`config.mk`:
```
export PLATFORM = sky130hd
export DESIGN_NAME = control_unit_v2
export DESIGN_NICKNAME = d
export VERILOG_FILES = /design/src/rtl/control_unit_v2.sv
export SDC_FILE = /design/constraint.sdc
export NUM_CORES = 1
export LEC_CHECK = 0
export BUFFER_PORTS_ARGS = -buffer_cell sky130_fd_sc_hd__clkbuf_2
export CORE_MARGIN = 8
export CORE_UTILIZATION = 43
export DETAILED_ROUTE_END_ITERATION = 10
export HOLD_SLACK_MARGIN = 0.03
export MAX_ROUTING_LAYER = met4
export PLACE_DENSITY = 0.78
export SETUP_SLACK_MARGIN = 0.4
export SLEW_MARGIN = 20
export SYNTH_ARGS = -nofsm -noshare
export SYNTH_HDL_FRONTEND = slang
export SYNTH_SLANG_ARGS = --single-unit
```
`constraint.sdc`:
```
create_clock -name clk -period 2.1 [get_ports clk]
set_input_delay 0.21 -clock clk [delete_from_list [all_inputs] [get_ports clk]]
set_output_delay 0.21 -clock clk [all_outputs]
set_load 0.05 [all_outputs]
```
`src/rtl/control_unit_v2.sv`:
```
// Multi-cycle fetch/decode/execute controller for an 8-opcode ISA.
// Memory-ready stalls, illegal-opcode trap and a saturating retired-instruction counter.
module control_unit_v2 #(
  parameter  int RAW  = 4,
  parameter  int DAW  = 8,
  parameter  int ALUW = 3,
  parameter  int CNTW = 16,
  localparam int IW   = 4 + 3*RAW
) (
  input  logic            clk,
  input  logic            reset,
  input  logic [IW-1:0]   ir,
  input  logic            rf_ra_zero,
  input  logic            mem_ready,
  output logic            pc_clr,
  output logic            pc_up,
  output logic            pc_ld,
  output logic [DAW-1:0]  pc_offset,
  output logic            ir_ld,
  output logic [DAW-1:0]  d_addr,
  output logic            d_wr,
  output logic [1:0]      rf_sel,
  output logic [DAW-1:0]  rf_imm,
  output logic [RAW-1:0]  rf_w_addr,
  output logic            rf_w_en,
  output logic [RAW-1:0]  rf_ra_addr,
  output logic [RAW-1:0]  rf_rb_addr,
  output logic [ALUW-1:0] alu_sel,
  output logic            halted,
  output logic            illegal,
  output logic [CNTW-1:0] retired,
  output logic [3:0]      state
);

  localparam logic [3:0] S_INIT   = 4'd0;
  localparam logic [3:0] S_FETCH  = 4'd1;
  localparam logic [3:0] S_DECODE = 4'd2;
  localparam logic [3:0] S_NOOP   = 4'd3;
  localparam logic [3:0] S_LOAD_A = 4'd4;
  localparam logic [3:0] S_LOAD_B = 4'd5;
  localparam logic [3:0] S_STORE  = 4'd6;
  localparam logic [3:0] S_ADD    = 4'd7;
  localparam logic [3:0] S_SUB    = 4'd8;
  localparam logic [3:0] S_HALT   = 4'd9;
  localparam logic [3:0] S_LDC    = 4'd10;
  localparam logic [3:0] S_JPZ    = 4'd11;

  localparam logic [ALUW-1:0] ALU_ADD = ALUW'(2'd1);
  localparam logic [ALUW-1:0] ALU_SUB = ALUW'(2'd2);
  localparam logic [CNTW-1:0] CNT_ONE = {{(CNTW-1){1'b0}}, 1'b1};

  logic [3:0]      state_r;
  logic [3:0]      next_state_s;
  logic [CNTW-1:0] retired_r;
  logic            illegal_r;
  logic            retire_s;

  logic [3:0]      opcode_s;
  logic [RAW-1:0]  fld_a_s;
  logic [RAW-1:0]  fld_b_s;
  logic [RAW-1:0]  fld_d_s;
  logic [DAW-1:0]  fld_lo_s;
  logic [DAW-1:0]  fld_hi_s;

  assign opcode_s = ir[IW-1:IW-4];
  assign fld_a_s  = ir[3*RAW-1:2*RAW];
  assign fld_b_s  = ir[2*RAW-1:RAW];
  assign fld_d_s  = ir[RAW-1:0];
  assign fld_lo_s = ir[DAW-1:0];
  assign fld_hi_s = ir[3*RAW-1:RAW];

  assign state   = state_r;
  assign retired = retired_r;
  assign illegal = illegal_r;

  // State register
  always_ff @(posedge clk) begin
    if (reset) begin
      state_r <= S_INIT;
    end else begin
      state_r <= next_state_s;
    end
  end

  // Retired-instruction counter, saturating at all-ones
  always_ff @(posedge clk) begin
    if (reset) begin
      retired_r <= {CNTW{1'b0}};
    end else if (retire_s && !(&retired_r)) begin
      retired_r <= retired_r + CNT_ONE;
    end else begin
      retired_r <= retired_r;
    end
  end

  // Sticky illegal-opcode flag, set on the decode edge into HALT
  always_ff @(posedge clk) begin
    if (reset) begin
      illegal_r <= 1'b0;
    end else if ((state_r == S_DECODE) && opcode_s[3]) begin
      illegal_r <= 1'b1;
    end else begin
      illegal_r <= illegal_r;
    end
  end

  // Next-state logic
  always_comb begin
    next_state_s = state_r;
    case (state_r)
      S_INIT:   next_state_s = S_FETCH;
      S_FETCH:  next_state_s = S_DECODE;
      S_DECODE: begin
        case (opcode_s)
          4'd0:    next_state_s = S_NOOP;
          4'd1:    next_state_s = S_STORE;
          4'd2:    next_state_s = S_LOAD_A;
          4'd3:    next_state_s = S_ADD;
          4'd4:    next_state_s = S_SUB;
          4'd5:    next_state_s = S_HALT;
          4'd6:    next_state_s = S_LDC;
          4'd7:    next_state_s = S_JPZ;
          default: next_state_s = S_HALT;
        endcase
      end
      S_NOOP:   next_state_s = S_FETCH;
      S_STORE: begin
        if (mem_ready) begin
          next_state_s = S_FETCH;
        end else begin
          next_state_s = S_STORE;
        end
      end
      S_LOAD_A: next_state_s = S_LOAD_B;
      S_LOAD_B: begin
        if (mem_ready) begin
          next_state_s = S_FETCH;
        end else begin
          next_state_s = S_LOAD_B;
        end
      end
      S_ADD:    next_state_s = S_FETCH;
      S_SUB:    next_state_s = S_FETCH;
      S_LDC:    next_state_s = S_FETCH;
      S_JPZ:    next_state_s = S_FETCH;
      S_HALT:   next_state_s = S_HALT;
      // Unused encodings recover through INIT
      default:  next_state_s = S_INIT;
    endcase
  end

  // An instruction retires when an execute state hands back to FETCH
  always_comb begin
    retire_s = 1'b0;
    case (state_r)
      S_NOOP, S_STORE, S_LOAD_B, S_ADD, S_SUB, S_LDC, S_JPZ:
        retire_s = (next_state_s == S_FETCH);
      default:
        retire_s = 1'b0;
    endcase
  end

  // Output decode: every output defaults to zero in every state
  always_comb begin
    pc_clr     = 1'b0;
    pc_up      = 1'b0;
    pc_ld      = 1'b0;
    pc_offset  = {DAW{1'b0}};
    ir_ld      = 1'b0;
    d_addr     = {DAW{1'b0}};
    d_wr       = 1'b0;
    rf_sel     = 2'd0;
    rf_imm     = {DAW{1'b0}};
    rf_w_addr  = {RAW{1'b0}};
    rf_w_en    = 1'b0;
    rf_ra_addr = {RAW{1'b0}};
    rf_rb_addr = {RAW{1'b0}};
    alu_sel    = {ALUW{1'b0}};
    halted     = 1'b0;
    case (state_r)
      S_INIT:  pc_clr = 1'b1;
      S_FETCH: begin
        pc_up = 1'b1;
        ir_ld = 1'b1;
      end
      S_STORE: begin
        d_addr     = fld_lo_s;
        rf_ra_addr = fld_a_s;
        d_wr       = 1'b1;
      end
      S_LOAD_A: begin
        d_addr    = fld_hi_s;
        rf_sel    = 2'd1;
        rf_w_addr = fld_d_s;
      end
      S_LOAD_B: begin
        d_addr    = fld_hi_s;
        rf_sel    = 2'd1;
        rf_w_addr = fld_d_s;
        rf_w_en   = mem_ready;
      end
      S_ADD, S_SUB: begin
        rf_ra_addr = fld_a_s;
        rf_rb_addr = fld_b_s;
        rf_w_addr  = fld_d_s;
        alu_sel    = (state_r == S_ADD) ? ALU_ADD : ALU_SUB;
        rf_sel     = 2'd0;
        rf_w_en    = 1'b1;
      end
      S_LDC: begin
        rf_imm    = fld_hi_s;
        rf_sel    = 2'd2;
        rf_w_addr = fld_d_s;
        rf_w_en   = 1'b1;
      end
      // Offset is applied to the already-incremented PC
      S_JPZ: begin
        rf_ra_addr = fld_a_s;
        pc_offset  = fld_lo_s;
        pc_ld      = rf_ra_zero;
      end
      S_HALT:  halted = 1'b1;
      default: halted = 1'b0;
    endcase
  end

endmodule

```
==> flow_summary.ini, run 1 <==
[final_layout]
nets = 347
multi_input_area_um2 = 1500
design_area_um2 = 3300
regArea_um2 = 480
num_antenna_cells = 0
fill_cells = 123
drive_above_1_share = 0.690
syn2layout_area_growth_pct = 107

[floorplan]
placeableCoreArea_um2 = 3610
die_h_um = 76.9
row_count = 22
fp.dieArea_um2 = 5910
initial_core_util = 0.442
die_width_um = 76.9
pin_count = 89

[critical_path]
rrSetupSlack_ns = 0.20
crit_chain = ha_4, nand4_4, nor4b_2, nand3_1, xor2_1, nor2_1
reg2regPathDepth = 6
cp.required_ns = 2.23
cp-startpoint = retired[1]$_SDFFE_PP0P_
path_max_fanout = 8
crit_path_end = retired[12]$_SDFFE_PP0P_
crit_slowest_cell = nor4b_2
rr_endpoint = retired[12]$_SDFFE_PP0P_
path_class = reg -> reg
worst_setup_path_start_kind = register
critPathMaxStageDelay_ns = 0.47
crit_arrival_ns = 2.03
rr_startpoint = retired[1]$_SDFFE_PP0P_
cp-end-kind = register

[yosys]
synth_seq_cells = 21
synthArstFlopShare = 0
synthFlopType = dfxtp_1
yosys-top-cells-area = dfxtp_1 26%, and2_1 9.8%, a21oi_1 6.0%
synth_common_cells = 25 x and2_1, 21 x dfxtp_1, 19 x a21oi_1
syn_avg_cell_area_um2 = 7.92
yosysTopAreaCell = dfxtp_1
synth_top_area_frac = 0.264
ys_seq_area_frac = 0.264
synth_edf_count = 0
syn_nets = 224
syn_area_um2 = 1590
ys_types = 47
synth_warnings = 0
synthCells = 201
yosysMostFrequentCell = and2_1

[placed_design]
port_buffers = 87
placed_cell_area_um2 = 2360
globalplace.congestion = 0.822
hpwlAfterDp_mm = 3.92
dp_slack_ns = 0.207

[pwr]
leakagePower_nw = 1.45
power_frac_comb = 0.418
seqPwrFrac = 0.350
internal_power_mw = 0.724
switching_power_mw = 0.476
power_density_nw_per_um2 = 364
ir_drop_mv = 0.429
clock_power_share = 0.232
sw_frac_of_total = 0.397

[grt]
grt_pass1_wl_mm = 13.1
grt_start_max_net_pins = 24
overflow = 0
first_global_vias = 2277
antenna_found_initial = 0
grtUsageTotal = 0.278

[detailed_routing]
drtIter0Drc = 307
ant_nets = 0
wirelength_mm = 9.76
wl_per_cell_um = 26.3
route.detailed.drc = 0
vias = 2458
drt-vias-per-instance = 6.63
firstDrtPassIters = 6

[timing]
rsz0062_at_grt = yes
slew-limit-headroom = 0.631
fin_tns_setup_ns = 0
fin_skew_ns = 0.0102
fmax_ghz = 0.525
finalSetupViolations = 0
tightest_slew_ns = 0.554
final_min_period_over_clock_period = 0.906
drv_slew = 0
hold_viol = 0
period_minus_slack_ns = 1.90
setup_ws_ns = 0.196

[clock_tree]
cts_inserted_buffers = 3
htree_levels = 1
clkSinkCount = 21
clock_latency_ns = 0.27
clkTransAtPathRegs_ns = 0.08
hold_buffers = 0
cts_root_buf = clkbuf_8
cts_tree = yes
clock_path_buffers = 2

[run_status]
outcome = complete, no violations

[hold_path]
holdCritStartpoint = ir[15]
hold_class = in -> reg

[flow_run]
max_cap_violations = 0
cells by family after synthesis:
family / count (synthesis) / synth area share
compound gates: 52 / 0.217
simple gates: 101 / 0.401
other cells: 1 / 0.00235
flops: 21 / 0.264
mux: 3 / 0.0204
xor+xnor: 2 / 0.0110
fa+ha+maj: 3 / 0.0236
buf+inv: 18 / 0.0613
metal layers:
layer,share of wire,track usage,up-vias,routed length (um)
li1,-,-,990,-
met3,0.11,0.0629,85,1070
met5,0,-,-,0
met4,0.081,0.154,0,787
met1,0.34,0.286,1144,3350
met2,0.47,0.479,239,4550
critical path: cells and delay by family (launching register included):
kind                     cells  cell delay, ns
AND/OR/NAND/NOR              4            0.92
XOR/XNOR                     1            0.26
adder cells (fa/ha/maj)      1            0.18
flip-flops                   1            0.40
cell usage in the layout (no fill, tap or decap), types with 8 or more instances in the layout:
cell | netlist | routed
buf_4 | 4 | 29
and2_4 | 0 | 15
nor2_1 | 15 | 9
clkbuf_16 | 0 | 8
a22o_4 | 0 | 8
clkbuf_2 | 0 | 43
a21oi_1 | 19 | 16
buf_6 | 2 | 8
buf_8 | 0 | 8
dfxtp_4 | 0 | 15
and2_1 | 25 | 9
clkbuf_4 | 0 | 23
layout make-up:
| class | count | share of cell area |
|---|---|---|
| Clock buffer | 3 | 0.0125 |
| Clock inverter | 1 | 0.00227 |
| Inverter | 6 | 0.00682 |
| Multi-Input combinational cell | 164 | 0.456 |
| Sequential cell | 21 | 0.146 |
| Tap cell | 48 | 0.0182 |
| Timing Repair Buffer | 128 | 0.359 |
power groups by stage:
stage	clock network (mW)	registers [mW]	logic [mW]
2_1_floorplan	0	0.452	0.240
3_3_place_gp	0	0.437	0.306
3_5_place_dp	0	0.438	0.309
4_1_cts	0.278	0.415	0.432
5_1_grt	0.301	0.421	0.517
6_report	0.278	0.420	0.502
registers in the layout, indices dropped and copies added (netlist names):
| register | flops |
|---|---|
| illegal | 1 |
| retired | 16 |
| state | 4 |
through the flow:
stage	hold slack (ns)	cells	utilization	power, mW
5_1_grt	0.237	371	0.915	1.24
3_5_place_dp	0.468	325	0.654	0.747
3_3_place_gp	0.455	325	0.654	0.743
4_1_cts	0.235	361	0.862	1.12
2_1_floorplan	0.351	201	-	0.692
6_report	0.236	371	0.915	1.20
worst min-delay path by stage:
| stage | to | slack [ns] | depth (start not counted) |
|---|---|---|---|
| finish | illegal$_SDFFE_PP0P_ | 0.24 | 3 |
| global route | illegal$_SDFFE_PP0P_ | 0.24 | 3 |
| CTS | illegal$_SDFFE_PP0P_ | 0.24 | 3 |
| detailed placement | illegal$_SDFFE_PP0P_ | 0.47 | 2 |
| global placement | illegal$_SDFFE_PP0P_ | 0.45 | 2 |
| floorplan | illegal$_SDFFE_PP0P_ | 0.35 | 2 |
what timing repair did:
item                                    in CTS  in global routing
gates resized for setup                     86                 59
setup buffers                               30                  9
hold endpoints to repair                     0                  0
gates cloned                                 2                  1
endpoints found under the setup margin      56                 59
pin swaps                                   15                  8
Power figures use the tool's default switching activity.
==> run 2, diff against run 1 <==
Settings changed: CORE_ASPECT_RATIO set to 1.25, CORE_MARGIN 8 to 2.
==> run 2 against run 1 <==
Net effect: clock skew fell by 0.0093 ns; sequential power barely moved; core utilization fell by 5.4 points; clock power shrank 2%; power is 3.5% lower; via count fell by 12%; die area fell by 29%; sequential cell count unchanged; routed wire length is 28% lower; cell count is 5.4% lower; global-route usage down 0.33 points.
==> flow_summary.ini, run 2 (synthesis gave the netlist of run 1 again) <==
[floorplan]
pin_count = 89
fp.dieArea_um2 = 4210
die_h_um = 72.0
placeableCoreArea_um2 = 3510
initial_core_util = 0.453
die_width_um = 58.4
row_count = 24

[detailed_routing]
vias = 2172
wl_per_cell_um = 20.0
drtIter0Drc = 115
wirelength_mm = 7.03
firstDrtPassIters = 4
drt-vias-per-instance = 6.19
route.detailed.drc = 0
ant_nets = 0

[grt]
grt_start_max_net_pins = 24
grtUsageMet1 = 0.293
first_global_vias = 1837
grtUsageTotal = 0.275
grtUsageMet2 = 0.506
grt_pass1_wl_mm = 8.95
grt_use_met3 = 0.0267
antenna_found_initial = 0
top_usage_layer = met2
overflow = 0

[timing]
holdWs_ns = 0.249
rsz0062_at_grt = yes
final_min_period_over_clock_period = 0.881
fin_tns_setup_ns = 0
fin_skew_ns = 0.000935
tightest_slew_ns = 0.514
slew-limit-headroom = 0.657
hold_viol = 0
finalSetupViolations = 0
drv_slew = 0
setup_ws_ns = 0.251
period_minus_slack_ns = 1.85
fmax_ghz = 0.541

[critical_path]
crit_arrival_ns = 2.03
cp-end-kind = register
rrSetupSlack_ns = 0.25
path_max_fanout = 6
rr_startpoint = retired[0]$_SDFFE_PP0P_
cp.required_ns = 2.28
cp-startpoint = retired[0]$_SDFFE_PP0P_
path_class = reg -> reg
worst_setup_path_start_kind = register

[final_layout]
fill_cells = 187
syn2layout_area_growth_pct = 90.1
nets = 336
final_cell_mix = 50 x clkbuf_2, 22 x buf_4, 17 x a21oi_1
final_common_cell = clkbuf_2
num_antenna_cells = 0
drive_above_1_share = 0.663
largest_reg_flops = 16

[pwr]
leakagePower_nw = 1.36
ir_drop_mv = 0.389
power_density_nw_per_um2 = 382

[clock_tree]
clkTransAtPathRegs_ns = 0.08
clock_path_buffers = 2
htree_levels = 1
cts_root_buf = clkbuf_8
clkSinkCount = 21
clock_latency_ns = 0.26
hold_buffers = 0
cts_inserted_buffers = 3
cts_tree = yes

[placed_design]
dp_slack_ns = 0.222
port_buffers = 87
hpwlAfterDp_mm = 3.40
globalplace.congestion = 0.774

[hold_path]
hold_class = in -> reg
holdCritStartpoint = ir[15]

[flow_run]
max_cap_violations = 0

[run_status]
outcome = complete, no violations
[run 2: cell types whose count changed in the layout (fill, tap and decap cells not counted), sizes merged]
cell,change
and3,-1
buf,+5
clkbuf,-15
clkdlybuf4s18,+1
clkinvlp,-1
[run 2: layout make-up]
type | instances | area [um2] | share of cell area
flip-flops and latches | 21 | 480 | 0.159
well taps | 39 | 48.8 | 0.0161
clock buffers | 4 | 45.0 | 0.0149
repair buffers | 118 | 952 | 0.314
multi-input cells | 163 | 1480 | 0.488
inverters | 6 | 22.5 | 0.00744
[run 2: metrics by stage]
step / instance area [um2] / instances / total power, mW / util
after detailed placement: 2350 / 317 / 0.751 / 0.670
after CTS: 2810 / 340 / 1.08 / 0.798
after floorplan: 1980 / 201 / 0.692 / -
after global routing: 3030 / 351 / 1.20 / 0.862
final: 3030 / 351 / 1.16 / 0.862
after global placement: 2350 / 317 / 0.747 / 0.670
[run 2: path summary, 6_finish.rpt]
check                           depth (start not counted)                        to
worst min register to register                          2      illegal$_SDFFE_PP0P_
worst max register to register                          6  retired[15]$_SDFFE_PP0P_
worst min-delay path                                    3      illegal$_SDFFE_PP0P_
worst max-delay path                                    6  retired[15]$_SDFFE_PP0P_
[run 2: worst max-delay path, stage by stage, from the launching register on]
cell and delay, ns:
dfxtp_4 0.38, ha_4 0.18, nand4_4 0.11, o211ai_1 0.16, or3_1 0.39, or3_1 0.36
a21oi_1 0.18
[run 2: report_power, final]
part	total [mW]	leakage, nW	switching (mW)	internal (mW)
Combinational	0.468	1.15	0.292	0.176
Sequential	0.418	0.183	0.0224	0.396
Clock	0.272	0.0228	0.137	0.136
[run 2: timing repair]
item	in CTS	in global routing
resized for setup	64	62
setup buffers	18	11
endpoints found under the hold margin	0	0
pin swaps	10	14
endpoints found under the setup margin	53	48
gates cloned	1	0
[run 2: routing by layer]
| metal | vias to the layer above | wire [um] | share of wire |
|---|---|---|---|
| met3 | 36 | 462 | 0.066 |
| met1 | 1030 | 2470 | 0.35 |
| li1 | 963 | - | - |
| met4 | 0 | 342 | 0.049 |
| met2 | 143 | 3750 | 0.53 |
| met5 | - | 0 | 0 |
==> run 3, diff against run 2 <==
Settings changed: ABC_AREA set to 1, PLACE_DENSITY 0.78 to 0.75.
==> run 3 against run 2 <==
Net effect: cell area grew 11%; clock skew rose by 0.0077 ns; combinational power grew 78%; critical endpoint is now d_addr[3].
==> flow_summary.ini, run 3 <==
[detailed_routing]
ant_nets = 0
vias = 2580
drt-vias-per-instance = 5.44
route.detailed.drc = 0
drtIter0Drc = 226
firstDrtPassIters = 4
wl_per_cell_um = 17.6
wirelength_mm = 8.33

[yosys]
syn_area_um2 = 1830
synthCells = 302
synth_warnings = 0
synth_seq_cells = 21
syn_nets = 325
synth_edf_count = 0
yosysMostFrequentCell = nor2_1
ys_seq_area_frac = 0.230
synth_top_area_frac = 0.230
synth_common_cells = 64 x nor2_1, 61 x nand2_1, 43 x inv_1
synthArstFlopShare = 0
yosys-top-cells-area = dfxtp_1 23%, nor2_1 13%, nand2_1 13%
syn_avg_cell_area_um2 = 6.04
synthFlopType = dfxtp_1
yosysTopAreaCell = dfxtp_1
ys_types = 34

[final_layout]
nets = 441
finish.utilization = 0.820
syn2layout_area_growth_pct = 84.1
finalNonFillerCells = 474
design_area_um2 = 3360
final_cell_mix = 52 x nand2_1, 44 x clkbuf_2, 34 x inv_1, 34 x buf_4, 32 x nor2_1
drive_above_1_share = 0.530
final_common_cell = nand2_1
largest_reg_flops = 16

[clock_tree]
hold_buffers = 0
cts_inserted_buffers = 3
clock_latency_ns = 0.28
cts_tree = yes
clkSinkCount = 21
clkTransAtPathRegs_ns = 0.09
cts_root_buf = clkbuf_8
clock_path_buffers = 2
htree_levels = 1

[grt]
grt_start_max_net_pins = 17
first_global_vias = 2240
grtUsageTotal = 0.289
grt_pass1_wl_mm = 11.0
antenna_found_initial = 1
overflow = 0

[placed_design]
hpwlAfterDp_mm = 4.47
globalplace.congestion = 0.911
dp_slack_ns = 0.201
placed_cell_area_um2 = 2650
dp_cells = 440
port_buffers = 87

[hold_path]
holdCritStartpoint = reset
hold_class = in -> reg

[floorplan]
fp.dieArea_um2 = 4790
pin_count = 89
die_width_um = 62.3
initial_core_util = 0.445
placeableCoreArea_um2 = 4100
row_count = 26
die_h_um = 76.8

[run_status]
outcome = complete, no violations

[timing]
holdWs_ns = 0.351
setup_ws_ns = 0.133
finalSetupViolations = 0
fin_skew_ns = 0.00860
fmax_ghz = 0.508
fin_tns_setup_ns = 0
hold_viol = 0
period_minus_slack_ns = 1.97
drv_slew = 0
rsz0062_at_grt = yes
final_min_period_over_clock_period = 0.937

[pwr]
switching_power_mw = 0.731
power_mw = 1.58
power_density_nw_per_um2 = 469
internal_power_mw = 0.844
sw_frac_of_total = 0.464
seqPwrFrac = 0.291
ir_drop_mv = 0.384
leakagePower_nw = 1.50
clock_power_share = 0.180
power_frac_comb = 0.529

[critical_path]
rr_endpoint = retired[9]$_SDFFE_PP0P_
reg2regPathDepth = 11
worst_setup_path_start_kind = register
crit_arrival_ns = 1.76
path_max_fanout = 9
path_class = reg -> out
cp-startpoint = state[1]$_SDFF_PP0_
rr_startpoint = state[3]$_SDFF_PP0_
critPathMaxStageDelay_ns = 0.47
rrSetupSlack_ns = 0.31
crit_slowest_cell = dfxtp_4
crit_chain = nand2_8, buf_4, nor2_4, clkinv_4, o22ai_4, buf_8
cp.required_ns = 1.89
crit_cells = 6
crit_family = buffers and inverters
worst-path-buf-inv = 3
cp-end-kind = output pin
crit_path_end = d_addr[3]

[flow_run]
max_cap_violations = 0
## run 3: cell count changes in the layout (fill, tap and decap cells not counted), sizes merged, moves of 8 or more
cell / previous run / this run
a22o: 8 / 0
and2: 25 / 1
buf: 56 / 70
clkbuf: 65 / 54
inv: 6 / 41
nand2: 5 / 70
nand4: 5 / 20
nor2: 15 / 72
nor2b: 8 / 0
## run 3: layer usage
| layer | vias to the layer above | wire length (um) | global-route usage | part of all wire |
|---|---|---|---|---|
| li1 | 1187 | - | - | - |
| met1 | 1193 | 3090 | 0.311 | 0.37 |
| met2 | 161 | 4130 | 0.536 | 0.50 |
| met3 | 39 | 692 | 0.0455 | 0.083 |
| met4 | 0 | 419 | 0.0978 | 0.050 |
| met5 | - | 0 | - | 0 |
## run 3: layout make-up
cell class	instances	area, um2
Sequential cell	21	440
Clock inverter	1	5.00
Multi-Input combinational cell	221	1510
Antenna cell	1	2.50
Fill cell	243	738
Clock buffer	3	41.3
Inverter	50	241
Tap cell	56	70.1
Timing Repair Buffer	121	1050
## run 3: worst min-delay path by stage
stage	endpoint	slack, ns	depth (start not counted)
final	retired[2]$_SDFFE_PP0P_	0.35	2
after CTS	state[0]$_SDFF_PP0_	0.32	5
after floorplan	state[0]$_SDFF_PP0_	0.44	4
after global placement	illegal$_SDFFE_PP0P_	0.45	1
after global routing	retired[2]$_SDFFE_PP0P_	0.37	2
after detailed placement	illegal$_SDFFE_PP0P_	0.46	1
## run 3: cell families after synthesis
family | synth area share
simple gates | 0.467
buf+inv | 0.143
compound gates | 0.103
flops | 0.230
xor+xnor | 0.0336
fa+ha+maj | 0.0206
other cells | 0.00205
## run 3: power groups by stage
stage / sequential, mW / combinational [mW] / clock [mW]
after floorplan: 0.513 / 0.450 / 0
after global placement: 0.471 / 0.579 / 0
after detailed placement: 0.472 / 0.584 / 0
after CTS: 0.458 / 0.698 / 0.283
after global routing: 0.462 / 0.873 / 0.296
final: 0.459 / 0.833 / 0.283
## run 3: what timing repair did
item | in CTS | in global routing
buffers inserted | 22 | 7
endpoints found under the hold margin | 0 | 0
gates resized for setup | 63 | 89
pin swaps | 10 | 10
setup endpoints to repair | 33 | 59
